### src/rtl/regfile_sb.sv
`default_nettype none
// ============================================================================
//  Module   : regfile_sb
//  Purpose  : Register file with a per-register busy scoreboard for the
//             multi-cycle MIPS core. A destination is reserved through a
//             valid/ready issue handshake and stays busy until it is
//             written back. Decode uses busy1/busy2 to stall on RAW hazards.
//  Ports    : clk, rst (async, active high)
//             ra1/ra2 -> rd1/rd2, busy1/busy2   read ports (combinational)
//             RegWrite, wa, wd                  writeback port
//             issue_valid, issue_wa -> issue_ready  destination reservation
//             pending                           number of busy registers
//  Options  : REGFILE_BYPASS_EN  when defined, a writeback that targets a
//             read address is forwarded to rdN (and clears busyN) in the
//             same cycle. Undefined by default.
//  Revision : 1.0  initial release
// ============================================================================
module regfile_sb #(
  parameter int DATA_W   = 32,
  parameter int ADDR_W   = 5,
  parameter int ZERO_REG = 1
) (
  input  logic              clk,
  input  logic              rst,
  input  logic [ADDR_W-1:0] ra1,
  input  logic [ADDR_W-1:0] ra2,
  output logic [DATA_W-1:0] rd1,
  output logic [DATA_W-1:0] rd2,
  output logic              busy1,
  output logic              busy2,
  input  logic              RegWrite,
  input  logic [ADDR_W-1:0] wa,
  input  logic [DATA_W-1:0] wd,
  input  logic              issue_valid,
  input  logic [ADDR_W-1:0] issue_wa,
  output logic              issue_ready,
  output logic [ADDR_W:0]   pending
);

  localparam int c_DEPTH = 1 << ADDR_W;

  logic [DATA_W-1:0]  r_regs [c_DEPTH];
  logic [c_DEPTH-1:0] r_busy;
  logic [c_DEPTH-1:0] w_busy_nxt;
  logic [ADDR_W:0]    r_pending;

  logic w_zero_wa;
  logic w_zero_iwa;
  logic w_zero_ra1;
  logic w_zero_ra2;
  logic w_wr_en;
  logic w_accept;
  logic w_set;
  logic w_inc;
  logic w_dec;
  logic w_byp1;
  logic w_byp2;

  // Register 0 is special only when ZERO_REG is set.
  assign w_zero_wa  = (ZERO_REG != 0) && (wa == '0);
  assign w_zero_iwa = (ZERO_REG != 0) && (issue_wa == '0);
  assign w_zero_ra1 = (ZERO_REG != 0) && (ra1 == '0);
  assign w_zero_ra2 = (ZERO_REG != 0) && (ra2 == '0);

  assign w_wr_en = RegWrite && !w_zero_wa;

  // A busy destination can be re-reserved in the very cycle its writeback
  // lands, so the control FSM does not lose a cycle on WAW.
  assign issue_ready = !r_busy[issue_wa] || (RegWrite && (wa == issue_wa));
  assign w_accept    = issue_valid && issue_ready;
  assign w_set       = w_accept && !w_zero_iwa;

  // pending tracks the popcount of r_busy incrementally: count only real
  // 0->1 and 1->0 transitions. A writeback and a re-reservation on the same
  // busy register leave that bit at 1, hence no change.
  assign w_inc = w_set && !r_busy[issue_wa];
  assign w_dec = w_wr_en && r_busy[wa] && !(w_set && (wa == issue_wa));

  // Reservation is applied after the writeback, so the newer one wins.
  for (genvar i = 0; i < c_DEPTH; i++) begin : g_busy
    assign w_busy_nxt[i] = (w_set   && (issue_wa == ADDR_W'(i))) ? 1'b1 :
                           (w_wr_en && (wa       == ADDR_W'(i))) ? 1'b0 :
                           r_busy[i];
  end

  always_ff @(posedge clk or posedge rst) begin
    if (rst) begin
      r_busy    <= '0;
      r_pending <= '0;
    end else begin
      r_busy    <= w_busy_nxt;
      r_pending <= r_pending + {{ADDR_W{1'b0}}, w_inc} - {{ADDR_W{1'b0}}, w_dec};
    end
  end

  always_ff @(posedge clk or posedge rst) begin
    if (rst) begin
      for (int i = 0; i < c_DEPTH; i++) begin
        r_regs[i] <= '0;
      end
    end else if (w_wr_en) begin
      r_regs[wa] <= wd;
    end
  end

`ifdef REGFILE_BYPASS_EN
  assign w_byp1 = w_wr_en && (wa == ra1);
  assign w_byp2 = w_wr_en && (wa == ra2);
`else
  assign w_byp1 = 1'b0;
  assign w_byp2 = 1'b0;
`endif

  always_comb begin
    rd1   = r_regs[ra1];
    busy1 = r_busy[ra1];
    if (w_byp1) begin
      rd1   = wd;
      busy1 = 1'b0;
    end
    if (w_zero_ra1) begin
      rd1   = '0;
      busy1 = 1'b0;
    end
  end

  always_comb begin
    rd2   = r_regs[ra2];
    busy2 = r_busy[ra2];
    if (w_byp2) begin
      rd2   = wd;
      busy2 = 1'b0;
    end
    if (w_zero_ra2) begin
      rd2   = '0;
      busy2 = 1'b0;
    end
  end

  assign pending = r_pending;

endmodule
`default_nettype wire
### config.mk
export PLATFORM = sky130hd
export DESIGN_NAME = regfile_sb
export DESIGN_NICKNAME = d
export VERILOG_FILES = /design/src/rtl/regfile_sb.sv
export SDC_FILE = /design/constraint.sdc
export NUM_CORES = 2
export LEC_CHECK = 0
export CAP_MARGIN = 0
export CELL_PAD_IN_SITES_DETAIL_PLACEMENT = 1
export CELL_PAD_IN_SITES_GLOBAL_PLACEMENT = 1
export CORE_MARGIN = 4
export CORE_UTILIZATION = 50
export CTS_BUF_LIST = sky130_fd_sc_hd__clkbuf_8
export DETAILED_ROUTE_END_ITERATION = 10
export PLACE_DENSITY_LB_ADDON = 0.25
export SLEW_MARGIN = 40
export SYNTH_ARGS = -nofsm -noshare
export SYNTH_HDL_FRONTEND = slang
export SYNTH_SLANG_ARGS = --single-unit
### constraint.sdc
create_clock -name clk -period 31.7 [get_ports clk]
set_input_delay 4.755 -clock clk [delete_from_list [all_inputs] [get_ports clk]]
set_output_delay 4.755 -clock clk [all_outputs]
set_load 0.05 [all_outputs]
==> out/qor.yml <==
status:
  status: "finished, final reports clean"
min_path:
  holdPathStages: 0
  min_path_type: "flop to flop"
layout:
  nFillCells: 10221
  nNetsFinal: 3610
  drive_gt1_share_pct: 56.7
  final_cell_mix: "dfrtp_1 (1062), mux2_2 (935), mux4_2 (671), clkbuf_8 (235), inv_1 (137)"
  design_area_mm2: 0.0631
  mostFrequentLayoutCell: "dfrtp_1"
  area_growth_pct: 10.2
logic_synthesis:
  synthFlopType: "dfrtp_1"
  synth_top_area_share_pct: 46.4
  synth_edf_count: 0
  ys_ff_latch: 1062
  yosys.area.top_type: "dfrtp_1"
  syn_inst: 3570
  synth_cell_types: 42
  syn_area_mm2: 0.0572
  ys_async_sr_fraction_pct: 100
  ys_seq_area_share_pct: 46.4
  synthesis.nets: 3633
  syn_area_per_cell_um2: 16.0
  ys_top_cells_by_area: "dfrtp_1 (46%), mux4_2 (26%), mux2_2 (18%), mux2_4 (1.5%), clkbuf_1 (1.4%)"
  yosys_warnings: 0
global_route:
  overflow: 0
  grt_max_degree: 160
  grt_pass1_vias: 39256
  antenna_found_initial: 8
  grt_pass1_wl_um: 266000
  grt_util_all_layers_pct: 29.7
power_and_ir_drop:
  power_mw: 4.13
  seqPwrFrac_pct: 44.5
  p_sw_share_pct: 29.9
  intPower_mw: 2.89
  ir_drop_uv: 39.5
  power_switching_mw: 1.24
  combPwrFrac_pct: 24.5
  clockPowerShare_pct: 30.9
  p_per_area_mw_per_mm2: 65.4
  power.leakage_nw: 27.2
sta:
  slew_violations: 0
  final-hold-violation-count: 0
  rsz0062_at_grt: "false"
  period_share_pct: 44.3
  relSlewSlack_pct: 39.2
  fmax_mhz: 71.2
  tightest_slew_ns: 0.913
  setup_tns_ns: 0
  fin_worst_skew_ns: 0.0263
  layout_min_cycle_time_ns: 14.05
  setup_viol: 0
  whs_ns: 0.397
  timing.final.ws_setup_ns: 17.65
detailed_routing:
  dr_wl_met3_um: 11400
  avgRoutedWirePerCell_um: 34.0
  routed-wl-met2_um: 87700
  routed.top_layer: "met5"
  dr.pass1.iters: 5
  drt-met1-wl_um: 70500
  num_vias: 34947
  drc: 0
  drtIter0Drc: 3151
  wirelength_um: 177000
  antenna_left: 0
  via_per_inst: 6.73
critical_path:
  crit_path_end_kind: "output port"
  cp_common_cell: "buf_6"
  worstPathRequired_ns: 26.95
  critPathSlowestCell: "clkdlybuf4s50_1"
  path_class: "primary input to output port"
  ff2ff_setup_slack_ns: 28.44
  crit_arrival_ns: 9.29
  crit_chain: "buf_8, buf_6, buf_6, buf_6, mux4_2, mux4_2, nand2_1, o21ai_1, clkdlybuf4s50_1"
  reg2regPathDepth: 12
  critPathLaunchType: "primary input"
  slowest_delay_ns: 0.78
  critPathMaxFanout: 53
  worst-path-stages: 9
  crit_family: "buffers and inverters"
  path_buf_inv: 5
cts:
  cts_resized: 0
  cts_root_buffer: "clkbuf_8"
  post-cts-setup-buffers: 0
  cts_buffers: 179
  clock-sinks: 1062
  htree_levels: 4
  hold_buffers: 0
  worstSkewPairLatency_ns: 0.86
  tritoncts: "yes"
  clock_path_buffers: 3
  clk_pin_slew_ns: 0.06
placement:
  placed_area_mm2: 0.0593
  place_ws_ns: 17.29
  gp_congestion: 0.834
  dpl.hpwl_um: 97300
  port_buffers: 128
die:
  start_util_pct: 50.6
  coreArea_mm2: 0.113
  fp-row-count: 123
  die_h_um: 346
  dieArea_mm2: 0.120
  boundaryPins: 129
  floorplan.die.width_um: 346
job:
  max_cap_violations: 0
[stage by stage]
step	instances	util [%]
after floorplan	3570	-
after global placement	4857	52.3
after detailed placement	4863	52.5
after CTS	5186	55.8
after global routing	5192	55.8
final	5193	55.8
[synth_stat cells, types with 4 or more instances]
cell and n:
a22o_1 5, buf_1 41, buf_2 89, buf_4 44
buf_6 25, clkbuf_1 209, dfrtp_1 1062, ha_1 6
inv_1 78, mux2_2 935, mux2_4 58, mux2i_1 17
mux4_2 671, nand2_1 137, nand2b_1 10, nor2_1 24
nor2b_1 4, nor3_1 7, o21ai_0 15, o21ai_1 94
xnor2_1 6, xor2_1 4
[power by group through the flow]
stage	Sequential, mW	Combinational (mW)	Clock (mW)
after CTS	1.83	1.02	1.30
after floorplan	1.79	0.786	0
after detailed placement	1.85	1.02	0
after global routing	1.87	1.08	1.36
final	1.84	1.01	1.28
after global placement	1.80	0.972	0
[kinds of logic after synthesis]
| family | after synthesis | synth area share [%] |
|---|---|---|
| buffers and inverters | 489 | 4.02 |
| xor gates and xnor gates | 10 | 0.153 |
| and+or+nand+nor | 197 | 1.45 |
| AOI/OAI and AO/OA | 124 | 1.16 |
| muxes | 1681 | 46.6 |
| adders and majority gates | 7 | 0.166 |
| DFF | 1062 | 46.4 |
[flip-flops by register name (all words and copies together) (netlist names)]
| register | flops |
|---|---|
| r_regs | 1024 |
| pending | 6 |
| r_busy | 32 |
[worst paths after layout]
check,from,to
max,ra2[0],rd2[2]
min,r_regs[1004],r_regs[1004]
max reg2reg,r_busy[4],pending[4]
min reg2reg,r_regs[1004],r_regs[1004]
max in group asynchronous,rst,r_regs[403]
min in group asynchronous,rst,r_regs[486]
[area by class of cell]
class	count	area, um2	area share [%]
Antenna cell	4	10.0	0.0159
Clock buffer	234	3220	5.11
Clock inverter	89	505	0.802
Inverter	78	297	0.470
Multi-Input combinational cell	2019	28500	45.3
Sequential cell	1062	26600	42.1
Tap cell	1500	1880	2.98
Timing Repair Buffer	207	2040	3.24
[worst register-to-register path, stage by stage, from the launching register on]
cell,delay [ns]
dfrtp_1,0.45
mux4_2,0.49
mux4_2,0.46
mux2i_1,0.23
nor2_1,0.10
ha_1,0.29
inv_1,0.04
ha_1,0.20
fa_1,0.43
a21oi_1,0.17
nor2_1,0.06
nor2_1,0.12
xnor2_1,0.13
[routing by layer]
layer	up-vias	global-route usage [%]
met3	415	5.64
met5	-	0
met2	1393	48.6
li1	13711	-
met1	19424	39.4
met4	4	12.0
Power figures use the tool's default switching activity.
